$ cat config.mk
export PLATFORM = sky130hd
export DESIGN_NAME = instr_fetch_unit
export DESIGN_NICKNAME = d
export VERILOG_FILES = /design/src/rtl/instr_fetch_unit.sv
export SDC_FILE = /design/constraint.sdc
export NUM_CORES = 1
export LEC_CHECK = 0
export BUFFER_PORTS_ARGS = -buffer_cell sky130_fd_sc_hd__buf_2
export CORE_ASPECT_RATIO = 1.1
export CORE_UTILIZATION = 40
export CTS_CLUSTER_SIZE = 30
export DETAILED_ROUTE_END_ITERATION = 8
export SETUP_SLACK_MARGIN = 0.2
export SYNTH_ARGS = -nofsm -noshare
export SYNTH_HDL_FRONTEND = slang
export SYNTH_SLANG_ARGS = --single-unit
$ cat constraint.sdc
create_clock -name clk -period 5.4 [get_ports clk]
set_input_delay 0.54 -clock clk [delete_from_list [all_inputs] [get_ports clk]]
set_output_delay 0.54 -clock clk [all_outputs]
set_load 0.005 [all_outputs]
$ cat src/rtl/instr_fetch_unit.sv
// -----------------------------------------------------------------------------
// instr_fetch_unit
//
// Instruction fetch stage. Owns the program counter, issues reads to a
// synchronous-read instruction memory (one-cycle latency), buffers up to two
// returned words in a small FIFO and presents the head entry to decode over a
// valid/ready handshake. A branch redirect flushes the buffer and restarts
// fetch at a new address. The op/func fields of the head instruction are
// broken out, and pairs the control unit does not implement are flagged.
//
// Ports
//   clk          in   1       rising-edge clock
//   rst          in   1       asynchronous, active-high reset
//   imem_en      out  1       read request to instruction memory this cycle
//   imem_addr    out  ADDR_W  word address of the request
//   imem_rdata   in   32      read data, valid the cycle after imem_en
//   redirect     in   1       branch taken; restart fetch at redirect_pc
//   redirect_pc  in   ADDR_W  new fetch address
//   out_valid    out  1       instr/op/func/pc/illegal hold a valid instruction
//   out_ready    in   1       decode accepts the presented instruction
//   instr        out  32      instruction word (buffer head)
//   op           out  6       instr[31:26]
//   func         out  6       instr[5:0]
//   pc           out  ADDR_W  word address of instr
//   illegal      out  1       op/func pair not supported (0 when empty)
// -----------------------------------------------------------------------------
module instr_fetch_unit #(
    parameter int                ADDR_W   = 8,
    parameter logic [ADDR_W-1:0] RESET_PC = {ADDR_W{1'b0}}
) (
    input  logic              clk,
    input  logic              rst,
    output logic              imem_en,
    output logic [ADDR_W-1:0] imem_addr,
    input  logic [31:0]       imem_rdata,
    input  logic              redirect,
    input  logic [ADDR_W-1:0] redirect_pc,
    output logic              out_valid,
    input  logic              out_ready,
    output logic [31:0]       instr,
    output logic [5:0]        op,
    output logic [5:0]        func,
    output logic [ADDR_W-1:0] pc,
    output logic              illegal
);

    // RUN  : responses are written into the buffer as they return.
    // DROP : the response returning this cycle belongs to a flushed stream.
    typedef enum logic [0:0] {
        RUN  = 1'b0,
        DROP = 1'b1
    } fetchState_t;

    fetchState_t       state_r;
    fetchState_t       stateNext_s;

    // Fetch side
    logic [ADDR_W-1:0] fetchPc_r;
    logic              inflight_r;     // a response is on imem_rdata this cycle
    logic [ADDR_W-1:0] inflightPc_r;   // address that response belongs to

    // Two-entry FIFO, head entry drives the outputs
    logic [1:0]        count_r;
    logic [31:0]       headInstr_r;
    logic [ADDR_W-1:0] headPc_r;
    logic [31:0]       tailInstr_r;
    logic [ADDR_W-1:0] tailPc_r;

    // Per-cycle control
    logic              pop_s;
    logic              push_s;
    logic              discard_s;
    logic              issue_s;
    logic [2:0]        occupancy_s;

    // Returns 1 when the control unit implements this op/func combination.
    function automatic logic isSupported(input logic [5:0] opF,
                                         input logic [5:0] funcF);
        logic ok;
        ok = 1'b0;
        case (opF)
            6'b000000: begin
                // R-type: add, sub, and, or, xor
                case (funcF)
                    6'b100000, 6'b100010, 6'b100100,
                    6'b100101, 6'b100110: ok = 1'b1;
                    default:              ok = 1'b0;
                endcase
            end
            // lw, sw, beq, lui: func bits are immediate data
            6'b100011, 6'b101011, 6'b000100, 6'b001111: ok = 1'b1;
            default: ok = 1'b0;
        endcase
        return ok;
    endfunction

    // ------------------------------------------------------------------
    // Issue and handshake control
    // ------------------------------------------------------------------

    // Handshake, buffer write qualification and the issue rule.
    always_comb begin
        pop_s = (count_r != 2'd0) && out_ready;

        // A response lands in the buffer unless it belongs to a flushed
        // stream, either through DROP or through a redirect this cycle.
        if (redirect) begin
            push_s = 1'b0;
        end else begin
            push_s = inflight_r && !discard_s;
        end

        // Entries the buffer will hold at the end of this cycle, counting
        // the response currently returning. A new request only issues when
        // its response (arriving next cycle) is guaranteed a free slot.
        occupancy_s = {1'b0, count_r} + {2'b00, inflight_r} - {2'b00, pop_s};

        if (rst || redirect) begin
            issue_s = 1'b0;
        end else begin
            issue_s = (occupancy_s < 3'd2);
        end
    end

    // ------------------------------------------------------------------
    // Discard state machine
    // ------------------------------------------------------------------

    // State register.
    always_ff @(posedge clk or posedge rst) begin
        if (rst) begin
            state_r <= RUN;
        end else begin
            state_r <= stateNext_s;
        end
    end

    // Next state: any redirect seen while a response is outstanding sends
    // the next cycle into DROP; DROP lasts exactly one cycle unless
    // re-triggered.
    always_comb begin
        stateNext_s = RUN;
        case (state_r)
            RUN: begin
                if (redirect && inflight_r) begin
                    stateNext_s = DROP;
                end else begin
                    stateNext_s = RUN;
                end
            end
            DROP: begin
                if (redirect && inflight_r) begin
                    stateNext_s = DROP;
                end else begin
                    stateNext_s = RUN;
                end
            end
            default: stateNext_s = RUN;
        endcase
    end

    // State outputs.
    always_comb begin
        discard_s = 1'b0;
        case (state_r)
            RUN:     discard_s = 1'b0;
            DROP:    discard_s = 1'b1;
            default: discard_s = 1'b0;
        endcase
    end

    // ------------------------------------------------------------------
    // Fetch address and outstanding request tracking
    // ------------------------------------------------------------------

    // Program counter and the in-flight marker. Redirect overrides the
    // increment; issue is already suppressed during a redirect so nothing
    // issued this cycle can be lost.
    always_ff @(posedge clk or posedge rst) begin
        if (rst) begin
            fetchPc_r    <= RESET_PC;
            inflight_r   <= 1'b0;
            inflightPc_r <= RESET_PC;
        end else begin
            inflight_r <= issue_s;
            if (issue_s) begin
                inflightPc_r <= fetchPc_r;
            end else begin
                inflightPc_r <= inflightPc_r;
            end
            if (redirect) begin
                fetchPc_r <= redirect_pc;
            end else if (issue_s) begin
                // Natural wrap at 2^ADDR_W
                fetchPc_r <= fetchPc_r + {{(ADDR_W-1){1'b0}}, 1'b1};
            end else begin
                fetchPc_r <= fetchPc_r;
            end
        end
    end

    // ------------------------------------------------------------------
    // Two-entry instruction buffer
    // ------------------------------------------------------------------

    // Shift-style FIFO: the head register always holds the oldest entry so
    // the outputs come straight from flops.
    always_ff @(posedge clk or posedge rst) begin
        if (rst) begin
            count_r     <= 2'd0;
            headInstr_r <= 32'h0000_0000;
            headPc_r    <= {ADDR_W{1'b0}};
            tailInstr_r <= 32'h0000_0000;
            tailPc_r    <= {ADDR_W{1'b0}};
        end else if (redirect) begin
            // Flush; a handshake this cycle is still honoured upstream
            // because decode already sampled the head.
            count_r <= 2'd0;
        end else begin
            case ({pop_s, push_s})
                2'b11: begin
                    if (count_r == 2'd1) begin
                        headInstr_r <= imem_rdata;
                        headPc_r    <= inflightPc_r;
                    end else begin
                        headInstr_r <= tailInstr_r;
                        headPc_r    <= tailPc_r;
                        tailInstr_r <= imem_rdata;
                        tailPc_r    <= inflightPc_r;
                    end
                end
                2'b10: begin
                    headInstr_r <= tailInstr_r;
                    headPc_r    <= tailPc_r;
                    count_r     <= count_r - 2'd1;
                end
                2'b01: begin
                    if (count_r == 2'd0) begin
                        headInstr_r <= imem_rdata;
                        headPc_r    <= inflightPc_r;
                    end else begin
                        tailInstr_r <= imem_rdata;
                        tailPc_r    <= inflightPc_r;
                    end
                    count_r <= count_r + 2'd1;
                end
                default: count_r <= count_r;
            endcase
        end
    end

    // ------------------------------------------------------------------
    // Outputs
    // ------------------------------------------------------------------

    assign imem_en   = issue_s;
    assign imem_addr = fetchPc_r;
    assign out_valid = (count_r != 2'd0);
    assign instr     = headInstr_r;
    assign pc        = headPc_r;
    assign op        = headInstr_r[31:26];
    assign func      = headInstr_r[5:0];
    assign illegal   = out_valid && !isSupported(headInstr_r[31:26], headInstr_r[5:0]);

endmodule

==> results.toml, run 1 <==
[run_status]
status = "finished, final reports clean"

[global_route]
gr-total-overflow = 0
grt_pass1_vias = 3962
grt_max_degree = 81
grt_pass1_wl_um = 20060
antenna_found_initial = 0
grt.total_usage_pct = 18.78

[synth]
synth_cell_types = 44
synth_seq_cells = 100
synth_fp_nets = 493
synth_area_leader_cell = "dfrtp_1"
synth_area_leaders = "dfrtp_1 48%, mux2_4 12%, mux2i_1 5.8%, a221oi_1 5.1%, a211oi_1 4.2%"
synth_edf_count = 0
yosysSeqAreaShare_pct = 48.19
syn-instance-count = 442
syn_avg_cell_area_um2 = 11.75
yosysWarnings = 0
syn_area_um2 = 5192
synth_top_area_share_pct = 48.19
ys_async_sr_fraction_pct = 100.0
synth_top_flop_cell = "dfrtp_1"

[layout]
drive_gt1_share_pct = 33.52
fillers = 1177
utilization_pct = 47.37
final_cell_area_um2 = 5989
final_net_count = 568
area_growth_pct = 15.35
diodes = 0

[route]
firstDrtPassIters = 4
routed_via_density = 5.679
remaining_drc_errors = 0
ant_nets = 0
drtIter0Drc = 268
wl_per_cell_um = 17.71
wl_um = 12030
num_vias = 3856

[worst_setup_path]
r2r_end = "instr[5]$_DFFE_PP0P_"
slowest_delay_ns = 0.46
start_kind = "flop"
path_buf_inv = 3
crit_top_cell = "inv_1"
r2r_cells = 10
crit_slowest_cell = "fa_1"
cp-end-kind = "output pin"
worstSetupPathType = "reg2out"
worst-path-max-fanout = 16
r2r-start = "count_r[1]$_DFFE_PP0P_"
worstPathArrival_ns = 3.17
crit_chain = "inv_1 > ha_1 > nor2b_1 > nand2_1 > a21boi_0 > fa_1 > nor2_1 > nand3_2 > inv_1 > buf_2"
cp_top_family = "simple AND/OR/NAND/NOR gates"
crit_required_ns = 4.86
rrSetupSlack_ns = 2.20

[sta]
fmax_ghz = 0.2698
setup_viol_count_final = 0
finClkSkew_ns = 0.008557
period_share_pct = 68.65
setup_ws_ns = 1.693
hold_viol = 0
tightest_slew_ns = 1.128
maxSlewHeadroom_pct = 24.82
fin_hold_ws_ns = 0.2743
fin_crit_ns = 3.707
rsz0062_at_grt = "no"
tns_ns = 0
finalMaxSlewViolations = 0

[floorplan]
start_util_pct = 41.07
coreArea_um2 = 12640
io_pins = 107
fp.dieW_um = 110.6
num_rows = 43
die-area_um2 = 13440
fp.dieH_um = 121.5

[power_and_ir_drop]
peakVddDrop_v = 0.0003348
p_per_area_nw_per_um2 = 578.4
cellLeakagePower_nw = 3.073

[placed_design]
placed_cell_area_um2 = 5679
numPortBuffers = 106
place.gp.congestion = 0.7714
pre_cts_ws_ns = 2.059
dp_hpwl_um = 7584

[cts]
cts_made_buffers = 9
ctsHoldBuffers = 0
cts_tree = "yes"
cts_root_buffer = "clkbuf_16"
cts_max_level = 3
insertion_delay_ns = 0.35
post_cts.repair.setup_buffers = 0
clkTransAtPathRegs_ns = 0.07
clock_path_buffers = 2
cts_sinks = 100
cts_resized = 0

[worst_hold_path]
min_path_type = "in2async"

[flow_run]
cap_violations = 0
[cell usage in the layout, fill, tap and decap left out, types with 6 or more instances in the layout]
cell         n
inv_1        9
buf_2      106
nand2_1     49
o311ai_0     7
a221oi_1    30
a211oi_1    29
dfrtp_1    100
clkbuf_16    9
a21o_1      29
o21ai_0     12
a22oi_1     11
o211ai_1     6
mux2_4      40
mux2i_1     30
[cells in the mapped netlist (2+ instances only)]
library cell  number
buf_2              8
nor3b_1            2
nand3_2            2
o211ai_1           6
buf_4             12
a21o_1            29
xnor2_1            2
a221oi_1          30
o311ai_0           7
nor2_1             5
mux2_4            40
mux2i_1           30
nand2_1           49
a22oi_1           11
a211oi_1          29
o21ai_0           12
ha_1               6
dfrtp_1          100
buf_1              2
nand3_1            3
and2_1             2
nand4_1            2
buf_6              8
inv_1             10
clkbuf_1          16
[power by group]
part	internal (W)	leakage (nW)	total (W)	switching, W
logic	0.000729	1.62	0.00150	0.000772
registers	0.00105	1.30	0.00130	0.000244
clock network	0.000375	0.145	0.000666	0.000291
[metrics by stage]
step | power [W] | instances
after floorplan | 0.002409 | 442
after global placement | 0.002778 | 663
after detailed placement | 0.002819 | 663
after CTS | 0.003506 | 679
after global routing | 0.003718 | 679
final | 0.003464 | 679
[routing by layer]
layer	wire length [um]	track usage, %
met1	5383	23.86
met2	5918	31.33
met3	546	4.995
met4	177	5.667
met5	0	0
[cell families (layout without fill, tap and decap cells)]
kind of cell    count (synthesis)  in the layout  synth area share (%)
compound gates                134            134                 19.74
flops                         100            100                 48.19
mux                            70             70                 17.35
simple gates                   70             70                 5.952
buf+inv                        58            138                 6.434
fa+ha+maj                       7              7                 1.831
xor+xnor                        3              3                0.5061
[sequential cells by signal (all words and copies together), names as in the netlist]
name,cells
inflight_r,1
state_r,1
instr,32
tailPc_r,8
pc,8
inflightPc_r,8
imem_addr,8
tailInstr_r,32
count_r,2
[final cells by class]
class	instances	area (um^2)	area share [%]
multi-input combinational	284	2369	39.54
tap	157	196.4	3.280
clock buffer	10	239.0	3.990
inverter	11	43.79	0.7311
clock inverter	6	71.32	1.191
sequential	100	2502	41.78
timing repair buffer	111	568.0	9.484
[worst max-delay path by stage]
stage | start | endpoint | depth (start not counted)
6_report | count_r[0]$_DFFE_PP0P_ | imem_en | 10
5_1_grt | count_r[0]$_DFFE_PP0P_ | imem_en | 10
4_1_cts | count_r[0]$_DFFE_PP0P_ | imem_en | 10
3_5_place_dp | count_r[1]$_DFFE_PP0P_ | imem_en | 10
3_3_place_gp | redirect | instr[3]$_DFFE_PP0P_ | 8
2_1_floorplan | rst | count_r[0]$_DFFE_PP0P_ | 1
(Power assumes the default switching activity.)
==> run 2: changes to the inputs <==
--- a/config.mk
+++ b/config.mk
@@ -5,6 +5,7 @@
 export SDC_FILE = /design/constraint.sdc
 export NUM_CORES = 1
 export LEC_CHECK = 0
+export ABC_AREA = 1
 export BUFFER_PORTS_ARGS = -buffer_cell sky130_fd_sc_hd__buf_2
 export CORE_ASPECT_RATIO = 1.1
 export CORE_UTILIZATION = 40
==> constraint.sdc (replaced) <==
create_clock -name clk -period 3.8 [get_ports clk]
set_input_delay 0.38 -clock clk [delete_from_list [all_inputs] [get_ports clk]]
set_output_delay 0.38 -clock clk [all_outputs]
set_load 0.005 [all_outputs]
==> run 2 against run 1 <==
Clock power is 49% higher. Register-to-register slack got worse by 1.1 ns. Cell count increased by 48%. Total power rose by 43%. Highest routed layer unchanged. Combinational power grew 37%. Worst hold slack worse by 0.17 ns. Largest power group unchanged.
==> results.toml, run 2 <==
[global_route]
grt_pass1_vias = 5061
grt_max_degree = 81
grt_pass1_wl_um = 24980
grt.total_usage_pct = 21.91
gr-total-overflow = 0
antenna_found_initial = 2

[route]
num_vias = 5336
wl_um = 15090
drtIter0Drc = 330
ant_nets = 0
firstDrtPassIters = 4
remaining_drc_errors = 0
wl_per_cell_um = 15.03
routed_via_density = 5.315

[cts]
clock_path_buffers = 2
cts_root_buffer = "clkbuf_16"
cts_made_buffers = 9
clkTransAtPathRegs_ns = 0.07
post_cts.repair.setup_buffers = 0
cts_resized = 0
insertion_delay_ns = 0.34
cts_tree = "yes"
ctsHoldBuffers = 0
cts_sinks = 100
cts_max_level = 3

[sta]
maxSlewHeadroom_pct = 32.17
setup_viol_count_final = 0
tightest_slew_ns = 1.016
fin_crit_ns = 3.238
hold_viol = 0
rsz0062_at_grt = "no"
period_share_pct = 85.21
tns_ns = 0
setup_ws_ns = 0.5621
finClkSkew_ns = 0.003187
fmax_ghz = 0.3088
finalMaxSlewViolations = 0

[worst_setup_path]
crit_start = "count_r[0]$_DFFE_PP0P_"
worstSetupPathType = "reg2out"
worstPathArrival_ns = 2.86
r2r-start = "count_r[0]$_DFFE_PP0P_"
r2r_end = "inflightPc_r[2]$_DFFE_PP0P_"
r2r_cells = 13
slowest_delay_ns = 0.45
start_kind = "flop"
crit_slowest_cell = "fa_1"
rrSetupSlack_ns = 1.08
crit_chain = "inv_1 > ha_1 > inv_2 > nand2_2 > inv_2 > nand2_1 > a21boi_0 > fa_1 > nor2_1 > nand2_1 > nor2_4 > buf_2"
crit_required_ns = 3.42
worst-path-max-fanout = 13
cp-end-kind = "output pin"
crit_path_end = "imem_en"

[worst_hold_path]
min_path_type = "in2async"

[placed_design]
pre_cts_ws_ns = 0.7541
dp_hpwl_um = 9303
numPortBuffers = 106
place.gp.congestion = 0.7977

[synth]
ys_async_sr_fraction_pct = 100.0
synth_commonest_cells = "213 x nand2_1, 100 x dfrtp_1, 79 x o21ai_0"
yosysWarnings = 0
yosysMostFrequentCell = "nand2_1"
synth_seq_cells = 100
synth_cell_types = 26
synth_area_leader_cell = "dfrtp_1"
yosysSeqAreaShare_pct = 44.76
syn_area_um2 = 5590
synth_top_area_share_pct = 44.76
synth_top_flop_cell = "dfrtp_1"
syn-instance-count = 751
synth_fp_nets = 802
synth_edf_count = 0
syn_avg_cell_area_um2 = 7.444
synth_area_leaders = "dfrtp_1 45%, nand2_1 14%, o21ai_0 7.1%, nand4_1 4.6%, a31oi_1 4.5%"

[layout]
layout_commonest_cell = "nand2_1"
drive_gt1_share_pct = 17.73
utilization_pct = 47.73
area_growth_pct = 14.68
final_net_count = 864
mostFrequentLayoutCells = "213 x nand2_1, 106 x buf_2, 100 x dfrtp_1, 79 x o21ai_0, 56 x inv_1"

[floorplan]
num_rows = 44
die-area_um2 = 14450
coreArea_um2 = 13430
fp.dieH_um = 126.0
start_util_pct = 41.62
fp.dieW_um = 114.7
io_pins = 107

[flow_run]
cap_violations = 0

[run_status]
status = "finished, final reports clean"

[power_and_ir_drop]
peakVddDrop_v = 0.0002737
cellLeakagePower_nw = 3.082
p_per_area_nw_per_um2 = 772.4
run 2: cell count changes in the layout (fill, tap and decap cells not counted), moves of 30 or more:
cell,change
nand2_1,+164
o21ai_0,+67
nor2_1,+49
inv_1,+47
a31oi_1,+40
mux2_4,-40
a21oi_1,+39
nand4_1,+39
a221oi_1,-30
mux2i_1,-30
run 2: worst max-delay path: cells and delay by family, from the launching register on:
family	cells	cell delay (ns)
simple gates	5	0.77
compound gates	1	0.24
buf+inv	4	0.44
fa+ha+maj	2	0.69
flops	1	0.37
run 2: power by group:
| part | total [W] | leakage (nW) | switching, W | internal [W] |
|---|---|---|---|---|
| registers | 0.00191 | 1.24 | 0.000364 | 0.00155 |
| logic | 0.00205 | 1.69 | 0.00125 | 0.000801 |
| clock network | 0.000992 | 0.159 | 0.000399 | 0.000592 |
run 2: logic make-up (layout without fill, tap and decap cells):
logic type               count (synthesis)  after routing  synth area share, %
flip-flops                             100            100                44.76
XOR/XNOR                                 3              3               0.4701
AO/OA/AOI/OAI                          173            173                16.52
adder cells (fa/ha/maj)                  7              7                1.701
buffers and inverters                  127            193                10.50
AND/OR/NAND/NOR                        341            342                26.05
other                                    0              2                    0
run 2: worst min-delay path by stage:
stage / cells past startpoint / start / slack, ns / endpoint
after floorplan: 2 / inflight_r$_DFF_PP0_ / 0.45 / state_r$_DFF_PP0_
after global placement: 2 / tailInstr_r[30]$_DFFE_PP0P_ / 0.47 / tailInstr_r[30]$_DFFE_PP0P_
after detailed placement: 2 / rst / 0.48 / pc[4]$_DFFE_PP0P_
after CTS: 2 / rst / 0.12 / pc[5]$_DFFE_PP0P_
after global routing: 2 / rst / 0.16 / pc[5]$_DFFE_PP0P_
final: 2 / rst / 0.10 / tailPc_r[2]$_DFFE_PP0P_
run 2: area by class of cell:
| type | count | area, um^2 |
|---|---|---|
| flip-flops and latches | 100 | 2502 |
| diodes | 2 | 5.005 |
| multi-input cells | 525 | 2517 |
| inverters | 61 | 232.7 |
| well taps | 184 | 230.2 |
| repair buffers | 116 | 605.6 |
| clock inverters | 5 | 75.07 |
| clock buffers | 11 | 242.7 |
| fillers | 1355 | 7022 |
run 2: metal layers:
metal | track usage, % | part of all wire [%]
met3 | 3.994 | 4.5
met2 | 37.25 | 48
met1 | 28.39 | 46
met5 | 0 | 0
met4 | 6.341 | 1.2
run 2: through the flow:
stage / area [um^2] / total power (W) / cells / hold slack, ns
4_1_cts: 6400 / 0.004980 / 1001 / 0.1154
2_1_floorplan: 5594 / 0.003340 / 751 / 0.4490
3_5_place_dp: 6082 / 0.003981 / 985 / 0.4758
5_1_grt: 6406 / 0.005396 / 1002 / 0.1559
3_3_place_gp: 6082 / 0.003899 / 985 / 0.4705
6_report: 6411 / 0.004952 / 1004 / 0.1018
==> run 3: changes to the inputs <==
--- a/config.mk
+++ b/config.mk
@@ -5,9 +5,9 @@
 export SDC_FILE = /design/constraint.sdc
 export NUM_CORES = 1
 export LEC_CHECK = 0
-export ABC_AREA = 1
 export BUFFER_PORTS_ARGS = -buffer_cell sky130_fd_sc_hd__buf_2
 export CORE_ASPECT_RATIO = 1.1
+export CORE_MARGIN = 4
 export CORE_UTILIZATION = 40
 export CTS_CLUSTER_SIZE = 30
 export DETAILED_ROUTE_END_ITERATION = 8
==> run 3 against run 2 <==
Routed wire length is 17% lower. First-iteration DRC count is 58% lower. Sequential cell count stayed put. Non-clock buffer count is 3 higher. Register-to-register slack worse by 0.15 ns. Core utilization is 0.13 points higher. Design area is 5.6% lower. Sequential power is 3% lower. Critical path depth is 2 lower. Clock-buffer cell count is 2 lower. Die area is 2.9% higher. Clock power is 11% lower.
==> results.toml, run 3 (same netlist as run 1, synthesis figures left out) <==
[route]
drtIter0Drc = 139
num_vias = 3858
wl_per_cell_um = 18.21
remaining_drc_errors = 0
firstDrtPassIters = 4
ant_nets = 0
routed_via_density = 5.616
wl_um = 12510

[sta]
fin_hold_ws_ns = 0.2411
fmax_ghz = 0.3110
rsz0062_at_grt = "no"
finClkSkew_ns = 0.008386
period_share_pct = 84.61
hold_viol = 0
tns_ns = 0
tightest_slew_ns = 1.072
setup_viol_count_final = 0
finalMaxSlewViolations = 0
maxSlewHeadroom_pct = 28.55
fin_crit_ns = 3.215

[worst_setup_path]
crit_path_end = "imem_en"
crit_required_ns = 3.42
r2r_end = "tailInstr_r[21]$_DFFE_PP0P_"
r2r_cells = 10
worstSetupPathType = "reg2out"
crit_start = "count_r[0]$_DFFE_PP0P_"
worst-path-max-fanout = 16
rrSetupSlack_ns = 0.93
cp-end-kind = "output pin"
worstPathArrival_ns = 2.84
r2r-start = "count_r[1]$_DFFE_PP0P_"
start_kind = "flop"

[cts]
cts_root_buffer = "clkbuf_16"
cts_made_buffers = 9
insertion_delay_ns = 0.35
cts_tree = "yes"
cts_max_level = 3
cts_sinks = 100
clkTransAtPathRegs_ns = 0.07
clock_path_buffers = 2

[global_route]
grt.total_usage_pct = 17.54
grt_pass1_vias = 4023
gr-total-overflow = 0
antenna_found_initial = 0
grt_max_degree = 87
grt_pass1_wl_um = 20660

[layout]
area_growth_pct = 16.53
layout_commonest_cell = "buf_2"
diodes = 0
fillers = 1152
mostFrequentLayoutCells = "106 x buf_2, 100 x dfrtp_1, 49 x nand2_1, 40 x mux2_4"
drive_gt1_share_pct = 34.91
final_net_count = 576

[worst_hold_path]
min_path_type = "in2reg"
min-delay-start = "redirect_pc[0]"

[power_and_ir_drop]
power_w = 0.004938
power_switching_w = 0.001917
p_clk_share_pct = 17.9
p_sw_share_pct = 38.83
p_comb_share_pct = 44.7
cellLeakagePower_nw = 3.096
pwr-share-seq_pct = 37.4
p_int_w = 0.003021
p_per_area_nw_per_um2 = 816.1
peakVddDrop_v = 0.0003767

[floorplan]
coreArea_um2 = 12640
num_rows = 43
fp.dieH_um = 127.5
die-area_um2 = 14870
fp.dieW_um = 116.6
start_util_pct = 41.07
io_pins = 107

[run_status]
status = "finished, final reports clean"

[flow_run]
cap_violations = 0

[placed_design]
numPortBuffers = 106
place.gp.congestion = 0.8470
dp_hpwl_um = 8307
==> run 3: cell types whose count changed in the layout (fill, tap and decap cells not counted), sizes merged, moves of 29 or more <==
cell    change
a211oi     +29
a21o       +29
a21oi      -39
a221oi     +30
a31oi      -40
inv        -47
mux2       +40
mux2i      +30
nand2     -165
nand4      -39
nor2       -54
o21ai      -76
==> run 3: worst max-delay path, stage by stage (launching register included) <==
cell and delay (ns):
dfrtp_1 0.38, inv_1 0.10, ha_2 0.23, nor2b_1 0.22
nand2_1 0.13, a21boi_0 0.22, fa_1 0.46, nor2_1 0.23
nand3_4 0.22, clkinvlp_4 0.18, buf_2 0.12
==> run 3: how the worst min path moves through the flow <==
stage | to | slack (ns) | cells after the start
detailed placement | instr[24]$_DFFE_PP0P_ | 0.46 | 1
global placement | instr[17]$_DFFE_PP0P_ | 0.45 | 1
finish | imem_addr[0]$_DFFE_PP0P_ | 0.24 | 3
floorplan | inflightPc_r[0]$_DFFE_PP0P_ | 0.47 | 2
CTS | imem_addr[0]$_DFFE_PP0P_ | 0.23 | 3
global route | imem_addr[0]$_DFFE_PP0P_ | 0.25 | 3
==> run 3: layout make-up <==
| type | instances | area [um^2] | area share [%] |
|---|---|---|---|
| Sequential cell | 100 | 2502 | 41.36 |
| Multi-Input combinational cell | 284 | 2379 | 39.31 |
| Timing Repair Buffer | 119 | 640.6 | 10.59 |
| Clock buffer | 9 | 225.2 | 3.722 |
| Tap cell | 157 | 196.4 | 3.246 |
| Clock inverter | 7 | 60.06 | 0.9926 |
| Inverter | 11 | 47.55 | 0.7858 |
==> run 3: power groups by stage <==
stage	combinational [W]	sequential, W	clock (W)
2_1_floorplan	0.00163	0.00180	0
3_3_place_gp	0.00214	0.00184	0
3_5_place_dp	0.00221	0.00186	0
4_1_cts	0.00221	0.00185	0.000909
5_1_grt	0.00246	0.00191	0.000959
6_report	0.00221	0.00185	0.000885
==> run 3: timing repair <==
item,4_1_cts,5_1_grt
gates resized for setup,0,3
hold buffers,0,0
endpoints found under the setup margin,0,1
buffers inserted,0,3
==> run 3: per-stage QoR <==
stage	area (um^2)	setup WS (ns)	instances	util, %
CTS	6015	0.2167	684	47.57
global route	6051	0.2668	687	47.86
global placement	5729	0.7511	668	45.31
finish	6051	0.5847	687	47.86
floorplan	5192	0.8012	442	-
detailed placement	5729	0.6165	668	45.31
==> run 3: metal layers <==
layer | global-route usage [%] | vias up | part of all wire, %
met5 | 0 | - | 0
met4 | 4.993 | 0 | 0.77
met1 | 22.69 | 1958 | 43
li1 | - | 1811 | -
met2 | 29.36 | 80 | 51
met3 | 4.027 | 9 | 4.9
